`config.mk`:
```
export PLATFORM = sky130hd
export DESIGN_NAME = qr_text_buf
export DESIGN_NICKNAME = d
export VERILOG_FILES = /design/src/rtl/qr_pkg.sv /design/src/rtl/qr_sync_fifo.sv /design/src/rtl/qr_text_buf.sv
export SDC_FILE = /design/constraint.sdc
export NUM_CORES = 1
export LEC_CHECK = 0
export ABC_AREA = 1
export CORE_ASPECT_RATIO = 2
export CORE_MARGIN = 3
export CORE_UTILIZATION = 23
export CTS_CLUSTER_SIZE = 8
export DETAILED_ROUTE_END_ITERATION = 6
export SYNTH_ARGS = -nofsm -noshare
export SYNTH_HDL_FRONTEND = slang
export SYNTH_SLANG_ARGS = --single-unit
```
`constraint.sdc`:
```
create_clock -name clk -period 2.37 [get_ports clk]
set_input_delay 0.474 -clock clk [delete_from_list [all_inputs] [get_ports clk]]
set_output_delay 0.474 -clock clk [all_outputs]
set_load 0.01 [all_outputs]
```
`src/rtl/qr_pkg.sv`:
```
// Shared types and constants for the QR text output buffer.
package qr_pkg;

  localparam int QR_DW        = 8;
  localparam int QR_MAX_BYTES = 26;
  localparam int QR_LEN_W     = 8;

  typedef enum logic [1:0] {
    IDLE  = 2'd0,
    RECV  = 2'd1,
    FLUSH = 2'd2,
    DONE  = 2'd3
  } state_e;

  // Message length counter saturates instead of wrapping.
  function automatic logic [QR_LEN_W-1:0] sat_inc(input logic [QR_LEN_W-1:0] v);
    return (v == {QR_LEN_W{1'b1}}) ? v : v + QR_LEN_W'(1);
  endfunction

endpackage

```
`src/rtl/qr_sync_fifo.sv`:
```
// Single-clock FIFO with occupancy count; a push into a full FIFO succeeds
// only when a pop happens in the same cycle.
module qr_sync_fifo #(
  parameter  int DEPTH = 32,
  parameter  int DW    = 8,
  localparam int AW    = $clog2(DEPTH),
  localparam int CW    = AW + 1
) (
  input  logic          clk,
  input  logic          rst_n,
  input  logic          push_i,
  input  logic [DW-1:0] wdata_i,
  input  logic          pop_i,
  output logic [DW-1:0] rdata_o,
  output logic [CW-1:0] count_o,
  output logic          accepted_o
);

  logic [DW-1:0] mem_q [DEPTH];
  logic [AW-1:0] wr_ptr_q, rd_ptr_q;
  logic [CW-1:0] count_q;
  logic          full, empty, do_push, do_pop;

  function automatic logic [AW-1:0] ptr_inc(input logic [AW-1:0] p);
    return (p == AW'(DEPTH - 1)) ? '0 : p + AW'(1);
  endfunction

  assign full       = (count_q == CW'(DEPTH));
  assign empty      = (count_q == '0);
  assign do_pop     = pop_i & ~empty;
  assign do_push    = push_i & (~full | do_pop);
  assign accepted_o = do_push;
  assign rdata_o    = mem_q[rd_ptr_q];
  assign count_o    = count_q;

  // NOTE: storage has no reset; stale entries are unreachable because the
  // pointers and count are reset, and it keeps the array a plain RAM.
  always_ff @(posedge clk) begin
    if (do_push) mem_q[wr_ptr_q] <= wdata_i;
  end

  // NOTE: state registers use non-blocking assignments so every flop samples
  // pre-edge values regardless of process evaluation order.
  always_ff @(posedge clk or negedge rst_n) begin
    if (!rst_n) begin
      wr_ptr_q <= '0;
      rd_ptr_q <= '0;
      count_q  <= '0;
    end else begin
      if (do_push) wr_ptr_q <= ptr_inc(wr_ptr_q);
      if (do_pop)  rd_ptr_q <= ptr_inc(rd_ptr_q);
      case ({do_push, do_pop})
        2'b10:   count_q <= count_q + CW'(1);
        2'b01:   count_q <= count_q - CW'(1);
        default: count_q <= count_q;
      endcase
    end
  end

endmodule

```
`src/rtl/qr_text_buf.sv`:
```
// Buffers the decoded QR byte stream and serves it to the host, holding back
// the newest byte until end-of-message is known so it can be tagged as last.
module qr_text_buf
  import qr_pkg::*;
#(
  parameter int DEPTH = 32,
  parameter int DW    = QR_DW
) (
  input  logic                clk,
  input  logic                rst_n,
  input  logic [DW-1:0]       in_data,
  input  logic                in_valid,
  input  logic                in_finish,
  output logic [DW-1:0]       out_data,
  output logic                out_valid,
  input  logic                out_ready,
  output logic                out_last,
  output logic                busy,
  output logic                overflow,
  output logic [QR_LEN_W-1:0] msg_len,
  output logic                msg_done
);

  localparam int CW = $clog2(DEPTH) + 1;

  state_e                state_q, state_d;
  logic                  overflow_q, overflow_d;
  logic [QR_LEN_W-1:0]   len_q, len_d;
  logic [CW-1:0]         count;
  logic [DW-1:0]         head;
  logic                  push_req, pop, accepted;

  assign push_req = in_valid & ((state_q == IDLE) | (state_q == RECV));
  assign pop      = out_valid & out_ready;

  qr_sync_fifo #(.DEPTH(DEPTH), .DW(DW)) u_fifo (
    .clk        (clk),
    .rst_n      (rst_n),
    .push_i     (push_req),
    .wdata_i    (in_data),
    .pop_i      (pop),
    .rdata_o    (head),
    .count_o    (count),
    .accepted_o (accepted)
  );

  always_ff @(posedge clk or negedge rst_n) begin
    if (!rst_n) begin
      state_q    <= IDLE;
      overflow_q <= 1'b0;
      len_q      <= '0;
    end else begin
      state_q    <= state_d;
      overflow_q <= overflow_d;
      len_q      <= len_d;
    end
  end

  // NOTE: every combinational output gets a default first so no path
  // through the case statement can infer a latch.
  always_comb begin
    state_d = state_q;
    unique case (state_q)
      IDLE: begin
        if (in_valid)       state_d = in_finish ? FLUSH : RECV;
        else if (in_finish) state_d = DONE;
      end
      RECV:  if (in_finish) state_d = FLUSH;
      FLUSH: if ((count == CW'(1)) && out_ready) state_d = DONE;
      DONE:  state_d = IDLE;
      default: state_d = IDLE;
    endcase
  end

  // Length and overflow bookkeeping; a new message resets both on its first byte.
  always_comb begin
    len_d      = len_q;
    overflow_d = overflow_q;
    unique case (state_q)
      IDLE: begin
        if (in_valid) begin
          len_d      = QR_LEN_W'(1);
          overflow_d = 1'b0;
        end else if (in_finish) begin
          len_d = '0;
        end
      end
      RECV: begin
        if (in_valid) begin
          if (accepted) len_d      = sat_inc(len_q);
          else          overflow_d = 1'b1;
        end
      end
      default: if (in_valid) overflow_d = 1'b1;
    endcase
  end

  always_comb begin
    out_valid = 1'b0;
    unique case (state_q)
      RECV:    out_valid = (count >= CW'(2));
      FLUSH:   out_valid = (count != '0);
      default: out_valid = 1'b0;
    endcase
    out_last = (state_q == FLUSH) && (count == CW'(1));
    busy     = (state_q != IDLE);
    msg_done = (state_q == DONE);
    out_data = out_valid ? head : '0;
  end

  assign overflow = overflow_q;
  assign msg_len  = len_q;

endmodule
```
# Yosys cells after proc, flatten, opt, wreduce, memory -nomap -nowiden
# Memories as Yosys holds them, arrays and structs flattened.
# Cells that the tools add are included.
op_classes:
  muxes: 24
  eq_ne: 17
  addsub: 5
  bitwise_logic: 8
  n_lt_le_gt_ge: 1
  reduce_logical: 11
ops:
  columns: ["cell", "count"]
  rows:
  - ["two-way mux 8 bit", 6]
  - ["case mux 8 bit (2 select lines)", 1]
  - ["case mux 6 bit (2 select lines)", 1]
  - ["adder 5 x 1 -> 5 bit (second input constant)", 2]
  - ["== test 5 bit (second input constant)", 2]
  - ["two-way mux 2 bit", 5]
  - ["two-way mux 5 bit", 2]
  - ["!= test 2 bit (second input constant)", 5]
  - ["adder 8 x 1 -> 8 bit (second input constant)", 1]
  - ["== test 8 bit (second input constant)", 1]
  - ["case mux 2 bit (4 select lines)", 1]
  - ["adder 6 x 1 -> 6 bit (second input constant)", 1]
  - ["== test 2 bit (second input constant)", 3]
  - ["== test 6 x 1 -> 1 bit (second input constant)", 1]
  - ["== test 6 bit (second input constant)", 1]
  - ["greater-or-equal comparator 6 x 2 -> 1 bit (second input constant)", 1]
  - ["zero test 6 bit", 1]
  - ["two-way mux 1 bit", 6]
  - ["nonzero test 2 bit", 3]
  - ["nonzero test 6 bit", 1]
  - ["subtractor 6 x 1 -> 6 bit (second input constant)", 1]
  - ["AND reduction 5 bit", 1]
  - ["bitwise AND 1 bit", 4]
  - ["== test 2 x 1 -> 1 bit (second input constant)", 2]
  - ["9 further kinds", 13]
word_totals:
  regBits: 27
  mem_bits_rw: 256
  out_inout_bits: 21
  memories: 1
memory_table:
  columns: ["name", "depth", "word_bits", "rd", "rd_clocked_by_memory_dff", "wr", "line_no", "source"]
  rows:
  - ["u_fifo.mem_q", 32, 8, 1, 0, 1, "qr_sync_fifo.sv:19", "logic [DW-1:0] mem_q [DEPTH];"]

# Depth between registers and ports, before layout
logic_depth:
  depth_word: 9
  mapped_depth: 17
  depth_no_buf: 16

# Cells and area by module
# A second synthesis with hierarchy kept.
hier_totals:
  cells_unflattened: 1182
  hier_area_um2: 12389.4
modules_own_cells:
  columns: ["module", "cells_each", "area_each_um2", "n_inst", "seq_area_each_um2"]
  rows:
  - ["qr_sync_fifo", 1037, 11463.5, 1, 8087.8]
  - ["qr_text_buf", 145, 925.9, 1, 275.3]

# Worst setup path after synthesis
# No wires, ideal clock.
synth_path:
  path_type: "register -> register"
  start: "register u_fifo.count_q[0] (netlist: u_fifo.count_o[0])"
  end: "register u_fifo.count_q[5] (netlist: u_fifo.count_o[5])"
  arrival_time_ns: 2.200
  stages_incl_launch_ff: 15
  setup_time_ns: 0.079
  setup_slack_ns: 0.091
  path_buffers: 1
  path_cell_list: "dfrtp_1 inv_1 ha_1 nand3_2 nand2_1 nand2_2 nand3_4 nand2_4 nand3_4 buf_6 ha_1 a21oi_1 nand2_1 nor3_1 xor2_1"
synth_via:
  elab_chain_len: 8
  elab_cells_between_ends: 17
  classes_between: "add/sub: 2; order compare: 1; eq/ne: 3; mux: 2; bitwise: 6; reduce/logical: 3"
synth_rtl:
  columns: ["element", "line_no", "source"]
  rows:
  - ["start: declaration", "qr_sync_fifo.sv:21", "logic [CW-1:0] count_q;"]
  - ["start signal: assignment", "qr_sync_fifo.sv:53", "2'b10: count_q <= count_q + CW'(1);"]
  - ["start signal: assignment", "qr_sync_fifo.sv:54", "2'b01: count_q <= count_q - CW'(1);"]
  - ["start signal: assignment", "qr_sync_fifo.sv:55", "default: count_q <= count_q;"]
  - ["greater-or-equal comparator 6 x 2 -> 1 bit or nonzero test 6 bit (tied branches)", "qr_text_buf.sv:101, qr_text_buf.sv:102", null]
  - ["case mux 1 bit (2 select lines)", "qr_text_buf.sv:100", "unique case (state_q)"]
  - ["bitwise AND 1 bit", "qr_text_buf.sv:34", "assign pop = out_valid & out_ready;"]
  - ["bitwise AND 1 bit", "qr_sync_fifo.sv:30", "assign do_pop = pop_i & ~empty;"]
  - ["bitwise OR 1 bit", "qr_sync_fifo.sv:31", "assign do_push = push_i & (~full | do_pop);"]
  - ["bitwise AND 1 bit", "qr_sync_fifo.sv:31", null]
  - ["== test 2 x 1 -> 1 bit or == test 2 bit (tied branches)", "qr_sync_fifo.sv:52", "case ({do_push, do_pop})"]
  - ["case mux 6 bit (2 select lines) or nonzero test 2 bit (tied branches)", null, null]
# Several ways; a longest one is shown, not always the timed one.
# A chain may end at the register's enable or synchronous reset.

# Worst setup path in the final report
layout_path:
  start: "register u_fifo.rd_ptr_q[0]"
  end: "output out_data[6]"
layout_via:
  elab_chain_len: 2
layout_rtl:
  columns: ["element", "line_no", "source"]
  rows:
  - ["start: declaration", "qr_sync_fifo.sv:20", "logic [AW-1:0] wr_ptr_q, rd_ptr_q;"]
  - ["start signal: assignment", "qr_sync_fifo.sv:51", "if (do_pop) rd_ptr_q <= ptr_inc(rd_ptr_q);"]
  - ["memory (32 x 8 bit)", null, null]
  - ["two-way mux 8 bit", "qr_text_buf.sv:108", "out_data = out_valid ? head : '0;"]
  - ["end: declaration", "qr_text_buf.sv:14", "output logic [DW-1:0] out_data,"]
# No other way between the ends.

==> flow_summary.json <==
{
  "vdd_ir_drop_max_v": 0.000661,
  "cts_buffers": 41,
  "vias": 9074,
  "clockBufferDepth": 3,
  "hold_class": "in -> async",
  "num_io_pins": 34,
  "syn_avg_cell_area_um2": 10.9,
  "drc": 0,
  "htree_levels": 2,
  "cpPeakStageDelay_ps": 530,
  "status": "finished, violations left",
  "total_power_mw": 21.1,
  "cp_common_cell": "nand3_1",
  "syn_inst": 1119,
  "violations": "negative setup slack",
  "yosys.cell_count.top_type": "nand2_1",
  "worst_slew_pin_slew_ps": 478,
  "utilization": 0.314,
  "synth_top_area_cell": "edfxtp_1",
  "die_area_um2": 56200,
  "grt_pass1_wl_um": 53200,
  "place.gp.congestion": 0.906,
  "path_class": "reg -> out",
  "portBuffers": 33,
  "final.period_utilization": 1.20,
  "firstDrtPassIters": 5,
  "hold_violations": 0,
  "cts.sinks": 283,
  "worst_slack_ps": -467,
  "routed_wirelength_um": 36000,
  "clock_latency_ps": 520,
  "grt_max_degree": 33,
  "synth_area_leaders": "edfxtp_1, nand2_1, nand3_1",
  "drive_gt1_frac": 0.248,
  "hpwlAfterDp_um": 22000,
  "final_nets": 1309,
  "ys_ff_latch": 283,
  "min_period_ps": 2840,
  "yosys-top-cells-count": "nand2_1, edfxtp_1, nand3_1, nor2_1, buf_2",
  "crit_family": "simple AND/OR/NAND/NOR gates",
  "antenna_cells": 0,
  "r2r_start": "u_fifo.count_o[1]",
  "crit_path_end_kind": "primary output",
  "slew_violations": 0,
  "synth_flop_cell": "edfxtp_1",
  "cts-root-buf": "clkbuf_16",
  "path_cells": "buf_12 > buf_12 > nand2_1 > nand3_1 > nand3_1 > nand3_1 > a31oi_2 > nor2_4 > buf_6",
  "grt_antenna_before_repair": 0,
  "worst_ep_required_time_ps": 1900,
  "fillers": 5279,
  "critPathMaxFanout": 11,
  "fmax_ghz": 0.352,
  "syn-num-nets": 1150,
  "area_growth_pct": 35.0,
  "synth_area_um2": 12200,
  "grt_use_total": 0.123,
  "async_flop_share": 0.0954,
  "placed_cell_area_um2": 14100,
  "core_area_um2": 52700,
  "synth_edf_count": 256,
  "die_h_um": 332,
  "synth_top_area_frac": 0.628,
  "ant_nets": 0,
  "startpoint": "u_fifo.rd_ptr_q[0]",
  "p_leak_nw": 6.27,
  "clk_pin_slew_ps": 50,
  "cts_tree": "yes",
  "relSlewSlack": 0.682,
  "drt-initial-drc-count": 613,
  "setup_violations": 8,
  "start_util": 0.232,
  "grt_pass1_vias": 9308,
  "synth_cell_type_count": 32,
  "critPathBufInv": 3,
  "via_per_inst": 4.61,
  "rows": 119,
  "overflow": 0,
  "fp.dieW_um": 169,
  "grt_setup_unrepaired": "yes",
  "routedWlPerCell_um": 18.3,
  "slowest_stage": "dfrtp_4",
  "cp_data_arrival_time_ps": 2360,
  "final.setup_skew_ps": 8.79,
  "ys_warn_count": 0,
  "ys_seq_area_frac": 0.683,
  "final_area_um2": 16500,
  "power_density_nw_per_um2": 1270,
  "maxCapViolCount": 0,
  "startpoint_type": "flip-flop"
}
per-layer routing:
| metal | up-vias | track usage | part of all wire |
|---|---|---|---|
| met5 | - | 0 | 0 |
| met4 | 0 | 0.0793 | 0.060 |
| met3 | 111 | 0.0157 | 0.041 |
| met2 | 310 | 0.237 | 0.57 |
| met1 | 4483 | 0.119 | 0.33 |
| li1 | 4170 | - | - |
worst paths after layout:
path	endpoint	slack [ps]	cells after the start
max in group asynchronous	u_fifo.rd_ptr_q[0]	1690	2
hold reg to reg	overflow	500	2
setup reg to reg	u_fifo.count_o[4]	150	16
min in group clk	overflow	500	2
setup / recovery	out_data[6]	-470	9
hold / removal	msg_len[7]	350	2
cells by family after synthesis:
group	synth area share
flops	0.683
fa+ha+maj	0.0184
compound gates	0.0149
buf+inv	0.0333
xor+xnor	0.0100
simple gates	0.241
final cells by class:
type | count | area (um^2) | share of cell area
Tap cell | 665 | 832 | 0.0503
Clock buffer | 65 | 1160 | 0.0700
Timing Repair Buffer | 170 | 1870 | 0.113
Sequential cell | 283 | 8370 | 0.506
Inverter | 34 | 154 | 0.00930
Multi-Input combinational cell | 748 | 4120 | 0.249
Clock inverter | 2 | 38.8 | 0.00234
flip-flops by register name, summed over array words and instances, names as in the netlist:
register         cells
u_fifo.wr_ptr_q      5
state_q              2
u_fifo.mem_q       256
u_fifo.count_o       6
overflow             1
u_fifo.rd_ptr_q      5
msg_len              8
worst reg2reg max path, stage by stage (launching register included):
cell,delay [ps]
dfrtp_2,450
ha_4,180
nor2_4,90
nand3_2,80
nand2_2,70
nand2_2,70
buf_6,120
nand3_4,70
buf_6,120
clkinvlp_4,110
ha_4,200
inv_4,70
nor2_1,40
nor2_1,150
nand2_1,110
xor2_1,140
inv_1,50
power breakdown:
part	internal [mW]	switching [mW]
Clock	3.42	2.06
Sequential	5.78	0.258
Combinational	3.95	5.59
stage by stage:
| step | setup TNS, ps | hold slack (ps) | setup WS [ps] | instances |
|---|---|---|---|---|
| after floorplan | 0 | 178 | 90.8 | 1119 |
| after global placement | -3920 | 477 | -725 | 1872 |
| after detailed placement | -4130 | 488 | -740 | 1872 |
| after CTS | -3350 | 349 | -450 | 1957 |
| after global routing | -3830 | 375 | -513 | 1967 |
| final | -3100 | 350 | -467 | 1967 |
what timing repair did:
item / CTS / global route
resized for setup: 132 / 86
hold buffers: 0 / 0
pin swaps: 20 / 36
buffers inserted: 10 / 7
setup endpoints to repair: 14 / 15
gates cloned: 8 / 4
layout by cell type (no fill, tap or decap), types with 7 or more instances in the layout:
cell	n
buf_12	19
buf_16	8
buf_4	95
buf_6	16
clkbuf_1	22
clkbuf_16	47
clkdlybuf4s50_1	23
dfrtp_1	24
edfxtp_1	256
ha_1	14
inv_1	22
nand2_1	364
nand2_2	30
nand3_1	158
nand3_2	39
nand3_4	16
nor2_1	51
nor2_4	7
o21ai_0	12
xor2_1	10
No activity file was read; power rests on OpenSTA's default activity.
